## config.mk

```make
export PLATFORM = sky130hd
export DESIGN_NAME = rv_alu
export DESIGN_NICKNAME = d
export VERILOG_FILES = /design/src/rtl/rv_alu.sv
export SDC_FILE = /design/constraint.sdc
export NUM_CORES = 1
export LEC_CHECK = 0
export ABC_AREA = 0
export BUFFER_PORTS_ARGS = -buffer_cell sky130_fd_sc_hd__buf_2
export CORE_MARGIN = 2
export CORE_UTILIZATION = 40
export CTS_CLUSTER_SIZE = 25
export DETAILED_ROUTE_END_ITERATION = 12
export SLEW_MARGIN = 15
export SYNTH_ARGS = -nofsm -noshare
export SYNTH_HDL_FRONTEND = slang
export SYNTH_SLANG_ARGS = --single-unit
```

## constraint.sdc

```tcl
create_clock -name clk -period 6.35 [get_ports clk]
set_input_delay 0.3175 -clock clk [delete_from_list [all_inputs] [get_ports clk]]
set_output_delay 0.3175 -clock clk [all_outputs]
set_load 0.01 [all_outputs]
```

## src/rtl/rv_alu.sv

```systemverilog
// RV32I execute-stage ALU: res is combinational (0 cycles), and res_q/zero_q/res_valid register it one cycle later.
// Backpressure: none. An operation is accepted on every cycle with in_valid=1.
module rv_alu #(
  parameter int XLEN = 32
) (
  input  logic            clk,
  input  logic            rst_n,
  input  logic [2:0]      alu_op1,
  input  logic [6:0]      alu_op2,
  input  logic [XLEN-1:0] s1,
  input  logic [XLEN-1:0] s2,
  input  logic            in_valid,
  output logic [XLEN-1:0] res,
  output logic [XLEN-1:0] res_q,
  output logic            res_valid,
  output logic            zero_q
);

  localparam int SHW = $clog2(XLEN);

  typedef enum logic [2:0] {
    F3_ADD  = 3'b000,
    F3_SLL  = 3'b001,
    F3_SLT  = 3'b010,
    F3_SLTU = 3'b011,
    F3_XOR  = 3'b100,
    F3_SR   = 3'b101,
    F3_OR   = 3'b110,
    F3_AND  = 3'b111
  } funct3_e;

  typedef struct packed {
    logic [XLEN-1:0] dat;
    logic            zero;
  } wb_t;

  funct3_e op;
  logic    alt;
  logic    unused_funct7;

  assign op            = funct3_e'(alu_op1);
  assign alt           = alu_op2[5];
  assign unused_funct7 = ^{alu_op2[6], alu_op2[4:0]};

  // ---------------------------------------------------------------------------
  // Shared adder: ADD uses s1+s2. SUB and both compares use s1-s2.
  // ---------------------------------------------------------------------------
  logic            sub_en;
  logic [XLEN-1:0] addend;
  logic [XLEN:0]   sum;
  logic            lt_u;
  logic            lt_s;

  assign sub_en = !((op == F3_ADD) && !alt);
  assign addend = s2 ^ {XLEN{sub_en}};
  assign sum    = {1'b0, s1} + {1'b0, addend} + {{XLEN{1'b0}}, sub_en};

  // No borrow out of s1-s2 means s1 >= s2 unsigned.
  assign lt_u = !sum[XLEN];
  assign lt_s = (s1[XLEN-1] != s2[XLEN-1]) ? s1[XLEN-1] : sum[XLEN-1];

  // ---------------------------------------------------------------------------
  // Single right-shift barrel. Left shifts are done by bit-reversing the input
  // and the output around the right shifter.
  // ---------------------------------------------------------------------------
  logic                     shift_left;
  logic                     fill;
  logic [XLEN-1:0]          sh_in;
  logic [XLEN-1:0]          sh_out;
  logic [XLEN-1:0]          sh_res;
  logic [SHW:0][XLEN-1:0]   stage;

  always_comb begin
    shift_left = (op == F3_SLL);
    fill       = (op == F3_SR) && alt && s1[XLEN-1];
    sh_in      = '0;
    for (int i = 0; i < XLEN; i++) begin
      sh_in[i] = shift_left ? s1[XLEN-1-i] : s1[i];
    end
  end

  assign stage[0] = sh_in;

  for (genvar k = 0; k < SHW; k++) begin : g_shift
    assign stage[k+1] = s2[k] ? {{(1 << k){fill}}, stage[k][XLEN-1:(1 << k)]}
                              : stage[k];
  end

  assign sh_out = stage[SHW];

  always_comb begin
    sh_res = '0;
    for (int i = 0; i < XLEN; i++) begin
      sh_res[i] = shift_left ? sh_out[XLEN-1-i] : sh_out[i];
    end
  end

  // ---------------------------------------------------------------------------
  // Result select
  // ---------------------------------------------------------------------------
  always_comb begin
    res = '0;
    case (op)
      F3_ADD:  res = sum[XLEN-1:0];
      F3_SLL:  res = sh_res;
      F3_SLT:  res = {{(XLEN-1){1'b0}}, lt_s};
      F3_SLTU: res = {{(XLEN-1){1'b0}}, lt_u};
      F3_XOR:  res = s1 ^ s2;
      F3_SR:   res = sh_res;
      F3_OR:   res = s1 | s2;
      F3_AND:  res = s1 & s2;
      default: res = '0;
    endcase
  end

  // ---------------------------------------------------------------------------
  // Writeback / forwarding register
  // ---------------------------------------------------------------------------
  wb_t wb_d;
  wb_t wb_q;

  assign wb_d.dat  = res;
  assign wb_d.zero = ~|res;

  always_ff @(posedge clk or negedge rst_n) begin
    if (!rst_n) begin
      wb_q.dat  <= '0;
      wb_q.zero <= 1'b1;
      res_valid <= 1'b0;
    end else begin
      res_valid <= in_valid;
      if (in_valid) begin
        wb_q <= wb_d;
      end
    end
  end

  assign res_q  = wb_q.dat;
  assign zero_q = wb_q.zero;

endmodule

```

==> results.tsv <==
metric	value	unit
Synth area leader	ha_1	
ANT cells	0	
DR WL/cell	25.2	µm
Tcrit/Tclk final	79.2	%
met1 usage	45.8	%
CP max stage delay	620	ps
Antenna Violating Nets Remaining	0	
CP Class	input port to output pin	
CP bufs+invs	4	
synth warn	0	
Post-synth EDFFs	0	
Resize count post-CTS	0	
measured slew at the worst slew-check pin	1130	ps
Core Footprint	22500	µm²
RSZ-0062 raised after global routing	no	
Clock Path Buffers	2	
crit path max fanout	28	
status	finished, final reports clean	
Avg Inst Size Synth	7.34	µm²
peak supply drop	0.108	mV
post-synth net total	1412	
GR Util All Layers	32.5	%
Clk Latency, worst-skew pair	270	ps
initial antenna violation count	1	
register bit total from synthesis	34	
Die H	155	µm
GRT overflow	0	
Startpoint Class	input port	
I/O Buffers	136	
critical-path cell list	buf_2 > nor4_2 > buf_4 > buf_4 > xnor2_1 > ha_1 > o21ai_0 > a211oi_1 > a21oi_1 > o31ai_1 > a31o_2 > a21oi_1 > o21ai_0 > xor2_1 > nor2_1 > a31oi_1 > buf_2	
Post-Synthesis Cells	1239	
Post-Route WL	39.7	mm
Slowest-stage cell, CP	o31ai_1	
critical path required time	6030	ps
Top Usage Layer GRT	met2	
count leader, synth	nor2_1	
Pins Over Slew Limit	0	
setup bufs post-CTS	0	
CTS tree	yes	
DR DRC count	0	
vias in the first global route	9317	
Die Wd	155	µm
hold_buf cts	0	
largest net degree at the start of global routing	53	
Final min period	5030	ps
# setup viols final	0	
Placer Congestion	1.03	
met3 Use GR	4.37	%
Yosys top cell area share	13.1	%
share of cells above drive strength 1	19.4	%
setup TNS	0	ps
arrival time at the worst endpoint	4710	ps
f_max	199	MHz
fillers	2344	
Slew HR	22.5	%
Root Driver	clkbuf_16	
1st-iter DRT viols	1336	
delay-heaviest family, CP	compound AO/OA/AOI/OAI gates	
Initial Utilization	40.4	%
CTS Buf Count	5	
P_leak	4.51	nW
clk sinks	34	
P&R area growth vs syn	8.72	%
Synth Cell Area	9100	µm²
top cells by count, synth	125 x nor2_1, 121 x a21oi_1, 96 x nand2_1, 95 x ha_1, 88 x inv_1	
endpoint class of the critical path	output pin	
Rows	55	
max-cap viol count	0	
ys async rst share	100	%
Design Power	1.47	mW
global-route wire length before repair	59.4	mm
die footprint	24000	µm²
via/cell ratio	6.48	
power per cell area	148	nW/µm²
clock slew at reported path FFs	50	ps
final hold violations	0	
IO Pins	143	
final setup skew	0	ps
main area contributors after synthesis	ha_1 13%, dfrtp_1 9.1%, mux4_2 6.7%	
nets	1462	
routed vias	10200	
register area share after synthesis	9.36	%
HP Class	input port to async pin	
CTS H-Tree Depth	2	
DP HPWL	31.6	mm
dominant synthesized flop cell	dfrtp_1	
grt met2 use	50.3	%
Distinct cells, synth	82	
DR pass1 iterations	5	
==> per-stage QoR <==
step | hold WS (ps) | utilization (%) | instance area [µm²] | std cells | setup slack [ps]
final | 100 | 44.0 | 9890 | 1575 | 1320
after global routing | 171 | 44.0 | 9890 | 1575 | 1020
after CTS | 129 | 44.0 | 9890 | 1575 | 1350
after detailed placement | 423 | 43.3 | 9740 | 1567 | 1130
after global placement | 422 | 43.3 | 9740 | 1567 | 1270
after floorplan | 21.9 | - | 9100 | 1239 | 1350
==> layout by cell type, fill, tap and decap left out, drive strengths merged, types with 8 or more instances in the layout <==
cell,n
mux4,27
a211oi,17
o21ai,77
o22ai,20
nand4,9
xnor2,44
a21o,17
nor4,9
nand2,96
a211o,8
and2,10
nor2b,10
a31oi,11
mux2i,31
o211ai,16
ha,95
and3,16
mux2,31
xor2,8
dfrtp,33
inv,88
a22oi,10
nor2,125
nor3,17
a21oi,121
buf,162
nand3,18
nand2b,10
==> flip-flops by register name, summed over array words and instances (netlist names) <==
register	flops
res_q	32
res_valid	1
zero_q	1
==> worst paths after layout <==
check / from / to / slack [ps] / cells after the start
min in group clk: res_q[7] / res_q[7] / 500 / 2
worst min-delay path: rst_n / res_q[26] / 100 / 1
worst max register to register: res_q[31] / res_q[31] / 5590 / 1
worst max-delay path: alu_op1[1] / res[28] / 1320 / 17
max in group asynchronous: rst_n / res_q[11] / 5790 / 1
worst min register to register: res_q[7] / res_q[7] / 500 / 2
==> power by group <==
| group | switching (mW) | total [mW] | leakage [nW] | internal [mW] |
|---|---|---|---|---|
| Sequential | 0.0156 | 0.265 | 0.414 | 0.250 |
| Clock | 0.0855 | 0.240 | 0.0729 | 0.155 |
| Combinational | 0.610 | 0.963 | 4.02 | 0.352 |
| Total | 0.711 | 1.47 | 4.51 | 0.757 |
==> metal layers <==
layer | part of all wire, % | up-vias
li1 | - | 4631
met1 | 43 | 4848
met2 | 43 | 627
met3 | 9.9 | 99
met4 | 4.3 | 0
met5 | 0 | -
==> cells by family after synthesis <==
logic type | after synthesis | synth area share [%]
flops | 34 | 9.36
fa+ha+maj | 96 | 13.3
compound gates | 403 | 29.3
simple gates | 357 | 18.8
xor+xnor | 52 | 5.01
buf+inv | 208 | 10.3
mux | 89 | 13.9
==> layout make-up <==
type / count / area, µm² / area share [%]
sequential: 34 / 852 / 8.61
clock buffer: 6 / 139 / 1.40
clock inverter: 2 / 12.5 / 0.126
tap: 285 / 357 / 3.60
timing repair buffer: 162 / 876 / 8.85
inverter: 89 / 334 / 3.38
multi-input combinational: 997 / 7320 / 74.0
(Power assumes the default switching activity.)
